--- config.mk ---
export PLATFORM = sky130hd
export DESIGN_NAME = pifo_dequeue_checker_flow_count_table
export DESIGN_NICKNAME = d
export VERILOG_FILES = /design/src/rtl/pifo_dequeue_checker_flow_count_table.sv
export SDC_FILE = /design/constraint.sdc
export NUM_CORES = 1
export LEC_CHECK = 0
export BUFFER_PORTS_ARGS = -buffer_cell sky130_fd_sc_hd__clkbuf_2
export CAP_MARGIN = 40
export CORE_UTILIZATION = 40
export DETAILED_ROUTE_END_ITERATION = 10
export PLACE_DENSITY = 0.59
export SYNTH_ARGS = -nofsm -noshare
export SYNTH_HDL_FRONTEND = slang
export SYNTH_SLANG_ARGS = --single-unit
--- constraint.sdc ---
create_clock -name clk -period 3.1 [get_ports clk]
set_input_delay 0.31 -clock clk [delete_from_list [all_inputs] [get_ports clk]]
set_output_delay 0.31 -clock clk [all_outputs]
set_load 0.02 [all_outputs]
--- src/rtl/pifo_dequeue_checker_flow_count_table.sv ---
// Per-flow receive counters: 2**FLOW_ID_WIDTH saturating counters.
// Ports:
//   clk, reset   clock, synchronous active-high reset
//   clear        zero every counter (an increment in the same cycle lands as 1)
//   inc, inc_id  increment the counter of flow inc_id
//   rd_id        read address
//   rd_count     combinational read of the registered counter at rd_id
module pifo_dequeue_checker_flow_count_table #(
  parameter int FLOW_ID_WIDTH = 4,
  parameter int COUNT_WIDTH   = 32
) (
  input  logic                     clk,
  input  logic                     reset,
  input  logic                     clear,
  input  logic                     inc,
  input  logic [FLOW_ID_WIDTH-1:0] inc_id,
  input  logic [FLOW_ID_WIDTH-1:0] rd_id,
  output logic [COUNT_WIDTH-1:0]   rd_count
);

  localparam int DEPTH = 2 ** FLOW_ID_WIDTH;

  logic [COUNT_WIDTH-1:0] count_q [DEPTH];

  always_ff @(posedge clk) begin
    if (reset) begin
      for (int i = 0; i < DEPTH; i++) count_q[i] <= '0;
    end else begin
      for (int i = 0; i < DEPTH; i++) begin
        if (clear) begin
          // A clear and an increment in the same cycle: the packet is the
          // first one of the new phase, so its flow starts at 1.
          count_q[i] <= (inc && inc_id == FLOW_ID_WIDTH'(i)) ? COUNT_WIDTH'(1) : '0;
        end else if (inc && inc_id == FLOW_ID_WIDTH'(i) && count_q[i] != '1) begin
          count_q[i] <= count_q[i] + COUNT_WIDTH'(1);
        end
      end
    end
  end

  assign rd_count = count_q[rd_id];

endmodule

==> metrics.txt, run 1 <==
max reg flops 512; initial DRC count 2,858; XOR/XNOR Fraction of Synth Area 12.4%; cts repair resizes 0; drt wl/cell 23.6 um; Area growth syn-to-layout 12.0%; f_max 0.352 GHz; clk_lat worst skew 0.64 ns; Die Ht 284 um; area of the multi-input gates 15,600 sq um; ys flop type edfxtp_1; All-Layer GR Usage 23.2%; cell count after synthesis 2,805; sequential fraction of the synthesis area 48.4%; Synth Area in Simple Gates 22.6%; post-synth net total 2,833; WP buf/inv 1; root buffer selected by CTS clkbuf_16; final-layout fill cell count 7,018; final net count 2,931; share of cells above drive strength 1 16.3%; final hold viol count 0; CP Launch Type flop; kind of critical path reg2out; fin crit share 91.8%; drt via density 5.92; r2r startpoint count_q[14][0]; Yosys cell types 64; CP delay by family, top multiplexers; post-synthesis compound-gate area fraction 2.10%; Synth warnings 0; Bufs on Longest Clock Path 3; Async SR Flop Fraction 0%; CTS tree done; pin count of the biggest net entering global routing 44; r2r endpoint count_q[14][24]; endpoint class of the critical path output pin; Port Buffers 43; total global routing overflow 0; Critical Path AT 2.53 ns; adder-cell area share of the yosys netlist 0.630%; via count 23,668; Lkg Pwr 11.6 nW; hold path cells 3; die width 284 um; DRT Pass-1 Iters 5; GPL Wtd Cong 0.918; final instance area 35,600 sq um; vias in the first global route 21,994; clk sink count 512; Pwr per Cell Area 469 nW/um^2; Post-DP HPWL 71,100 um; R2R Setup Slk 0.43 ns; full die area 80,500 sq um; TritonCTS Buffers 58; Layout Skew 0.0307 ns; Largest regs count_q x512; CP dominant cell by count mux4_2; status complete, no violations; worst hold path class in2reg; Final Critical Period 2.84 ns; Crit path required time 2.79 ns; largest family of logic cells by synthesized area simple AND/OR/NAND/NOR gates; FP Rows 102; Worst path max stage delay 0.61 ns; FF+latch count, synth 512; Slowest-stage cell, CP mux4_2; antenna violations before repair 4; H-tree depth 2; fin. max-slew vios 0; worst hold start inc_id[0]; final WL 94,400 um; max-cap viol count 0; Worst path depth 3; Post-DP Area 33,600 sq um; DRT antenna net count 0; average size of a mapped cell 11.3 sq um; Worst-Margin Slew 0.743 ns; Worst Hold End count_q[14][0]; CP Cell Sequence mux4_2 > mux4_2 > clkbuf_2; CP max FO 6; area of the mapped netlist 31,800 sq um; clock transition at the registers of the reported paths 0.06 ns; final setup vio count 0; mux contribution to synthesized area 11.4%; Reg area 15,400 sq um; Post-synth EDFFs 512; Setup TNS Final 0 ns; Initial Util 40.7%; maximum VDD drop 0.427 mV; Post-CTS Setup Repair Bufs 0; hold bufs inserted after CTS 0; first-pass GRT wire length 142,000 um; max_slew headroom 50.3%; R2R depth 7; I/O pin count 44; largest register by flop count count_q; DRC violations left 0; CORE AREA 78,000 sq um; RSZ-0062 raised after global routing no
cells in the mapped netlist (all sizes together), types with 6 or more instances:
cell	number	area (sq um)
nor2	543	2040
mux4	160	3610
and3	85	532
ha	16	200
buf	81	457
edfxtp	512	15400
nor4	49	538
inv	53	199
nor3	54	329
o21ai	30	161
a31o	9	87.6
nand2	183	689
clkbuf	36	135
and4	57	500
xnor2	169	1480
or2	6	37.5
a21oi	38	190
nand3	200	1040
or3	33	211
xor2	279	2440
and2	17	106
nand4	154	1030
how the worst max path moves through the flow:
stage,slack [ns],endpoint,from
finish,0.26,rd_count[14],count_q[10][14]
global route,0.21,rd_count[14],count_q[10][14]
CTS,0.21,rd_count[14],count_q[10][14]
detailed placement,0.47,count_q[14][31],count_q[14][0]
global placement,0.52,count_q[14][18],count_q[14][0]
floorplan,0.31,count_q[14][0],count_q[14][0]
report_power, final:
group | switching [W] | internal, W
sequential | 0.000473 | 0.00792
combinational | 0.000734 | 0.000556
clock | 0.00295 | 0.00405
total | 0.00416 | 0.0125
layout by cell type, fill, tap and decap left out, drive strengths merged, types with 4 or more instances in the layout:
cell / instances
xnor2: 169
a21oi: 38
and2: 17
and3: 85
a31o: 9
a211oi: 5
or3: 33
nand4: 154
xor2: 279
or2: 6
nand3: 200
bufinv: 7
and4: 57
o211ai: 4
mux4: 160
inv: 53
ha: 16
o21ai: 30
nor3: 54
clkbuf: 109
buf: 114
or4: 4
edfxtp: 512
nand2: 183
o21bai: 5
nor2: 543
clkinv: 31
nor4: 49
per-layer routing:
layer	part of all wire, %	vias up	GRT usage (%)
met5	0.020	-	0
met4	3.2	2	7.46
met3	10	116	4.14
met2	44	1062	34.0
met1	43	11856	34.5
li1	-	10632	-
logic make-up after synthesis:
| logic type | after synthesis |
|---|---|
| buffers and inverters | 170 |
| xor gates and xnor gates | 448 |
| AOI/OAI and AO/OA | 102 |
| DFF | 512 |
| adders and majority gates | 16 |
| muxes | 160 |
| and+or+nand+nor | 1397 |
worst min-delay path, stage by stage:
cell      delay, ns
clkbuf_2       0.15
or3_1          0.13
a31oi_1        0.04
area by class of cell:
cell class / instances / share of cell area (%)
diodes: 3 / 0.0211
clock buffers: 68 / 4.25
clock inverters: 41 / 1.10
inverters: 53 / 0.560
multi-input cells: 2123 / 43.9
flip-flops and latches: 512 / 43.2
well taps: 1040 / 3.66
repair buffers: 155 / 3.25
per-stage QoR:
step	power, W	hold WS, ns	utilization, %	setup WS [ns]	std cells
after CTS	0.0168	0.139	45.6	0.213	3992
after global placement	0.00977	0.615	43.2	0.520	3883
final	0.0167	0.170	45.6	0.255	3995
after global routing	0.0171	0.178	45.6	0.212	3992
after detailed placement	0.00980	0.629	43.2	0.472	3883
after floorplan	0.00916	0.588	-	0.313	2805
(Power assumes the default switching activity.)
==> inputs of run 2 (changes only) <==
--- a/config.mk
+++ b/config.mk
@@ -7,8 +7,10 @@
 export LEC_CHECK = 0
 export BUFFER_PORTS_ARGS = -buffer_cell sky130_fd_sc_hd__clkbuf_2
 export CAP_MARGIN = 40
+export CORE_MARGIN = 2
 export CORE_UTILIZATION = 40
 export DETAILED_ROUTE_END_ITERATION = 10
+export GPL_ROUTABILITY_DRIVEN = 0
 export PLACE_DENSITY = 0.59
 export SYNTH_ARGS = -nofsm -noshare
 export SYNTH_HDL_FRONTEND = slang
==> run 2 against run 1 <==
Net effect: maximum frequency decreased by 0.66%; final cell count increased by 0.45%; critical path depth grew 1; die area grew 1.4%; clock skew shrank 0.0057 ns; flip-flop and latch count is the same; register-to-register slack worse by 0.04 ns; worst setup slack worse by 0.019 ns; sequential power hardly changed; sequential share of layout area down 0.061 points; design area increased by 0.14%; critical path type unchanged.
==> metrics.txt, run 2 (synthesis results as in run 1) <==
status complete, no violations; max_slew headroom 49.9%; endpoint class of the critical path output pin; DRT Pass-1 Iters 5; Largest regs count_q x512; antenna violations before repair 3; die width 286 um; initial DRC count 2,950; I/O pin count 44; Final Critical Period 2.86 ns; Setup TNS Final 0 ns; final worst slack 0.236 ns; share of cells above drive strength 1 16.7%; All-Layer GR Usage 23.6%; Initial Util 40.3%; final hold viol count 0; Post-DP HPWL 72,300 um; final setup vio count 0; CP Launch Type flop; CORE AREA 78,700 sq um; worst hold path class in2reg; clock transition at the registers of the reported paths 0.06 ns; Die Ht 286 um; final WL 96,900 um; clk sink count 512; DRT antenna net count 0; clk_lat worst skew 0.64 ns; commonest non-fill, non-tap cell in the layout nor2_1; Worst-Margin Slew 0.745 ns; RSZ-0062 raised after global routing no; H-tree depth 2; hold bufs inserted after CTS 0; root buffer selected by CTS clkbuf_16; kind of critical path reg2out; Pwr per Cell Area 467 nW/um^2; Layout Skew 0.0250 ns; Critical Path AT 2.55 ns; FP Rows 103; commonest cells after routing, fill and taps aside 541 x nor2_1, 512 x edfxtp_1, 279 x xor2_1; largest register by flop count count_q; first-pass GRT wire length 145,000 um; Crit path required time 2.79 ns; TritonCTS Buffers 59; f_max 0.349 GHz; maximum VDD drop 0.490 mV; fin crit share 92.4%; Post-CTS Setup Repair Bufs 0; final net count 2,940; fin util 45.2%; Lkg Pwr 11.6 nW; drt via density 5.94; cts repair resizes 0; full die area 81,700 sq um; vias in the first global route 22,357; via count 23,846; CP max FO 4; pre-CTS WS 0.442 ns; max reg flops 512; drt wl/cell 24.2 um; CTS tree done; max-cap viol count 0; Overall Power 0.0166 W; pin count of the biggest net entering global routing 68; DRC violations left 0; fin. max-slew vios 0; WHS 0.205 ns; Bufs on Longest Clock Path 3; total global routing overflow 0; Port Buffers 43; Area growth syn-to-layout 12.1%
-- run 2: cell count changes in the layout (fill, tap and decap cells not counted), sizes merged, moves of 2 or more --
| cell | delta |
|---|---|
| clkbuf | -2 |
| clkinv | +2 |
| inv | +2 |
| bufinv | -2 |
| buf | +8 |
-- run 2: final timing paths --
kind,start,end,slack (ns),cells after the start
hold / removal,inc_id[0],count_q[14][0],0.21,3
setup reg to reg,count_q[14][0],count_q[14][23],0.39,7
setup / recovery,count_q[5][0],rd_count[0],0.24,4
hold reg to reg,count_q[8][20],count_q[8][20],0.65,2
-- run 2: cell type report --
class / instances / area (sq um)
Fill cell: 7205 / 43100
Multi-Input combinational cell: 2123 / 15600
Sequential cell: 512 / 15400
Clock buffer: 66 / 1520
Tap cell: 1050 / 1310
Timing Repair Buffer: 163 / 1220
Clock inverter: 42 / 353
Inverter: 53 / 199
Antenna cell: 4 / 10.0
-- run 2: worst max-delay path, cell delays in order, from the launching register on --
cell and delay, ns:
edfxtp_1 0.45, buf_4 0.20, mux4_2 0.52, mux4_2 0.54, clkbuf_2 0.19
-- run 2: stage by stage --
step           std cells  instance area, sq um
2_1_floorplan       2805                 31800
3_3_place_gp        3900                 33700
3_5_place_dp        3901                 33700
4_1_cts             4009                 35600
5_1_grt             4009                 35600
6_report            4013                 35600
-- run 2: per-layer routing --
| metal | global-route usage [%] | routed length, um |
|---|---|---|
| met1 | 35.4 | 42100 |
| met2 | 33.7 | 41700 |
| met3 | 4.87 | 9700 |
| met4 | 8.08 | 3400 |
| met5 | 0 | 21 |
-- run 2: where the power goes --
part | switching [W] | internal (W) | total, W
sequential | 0.000459 | 0.00792 | 0.00837
combinational | 0.000727 | 0.000551 | 0.00128
clock | 0.00302 | 0.00394 | 0.00696
total | 0.00421 | 0.0124 | 0.0166
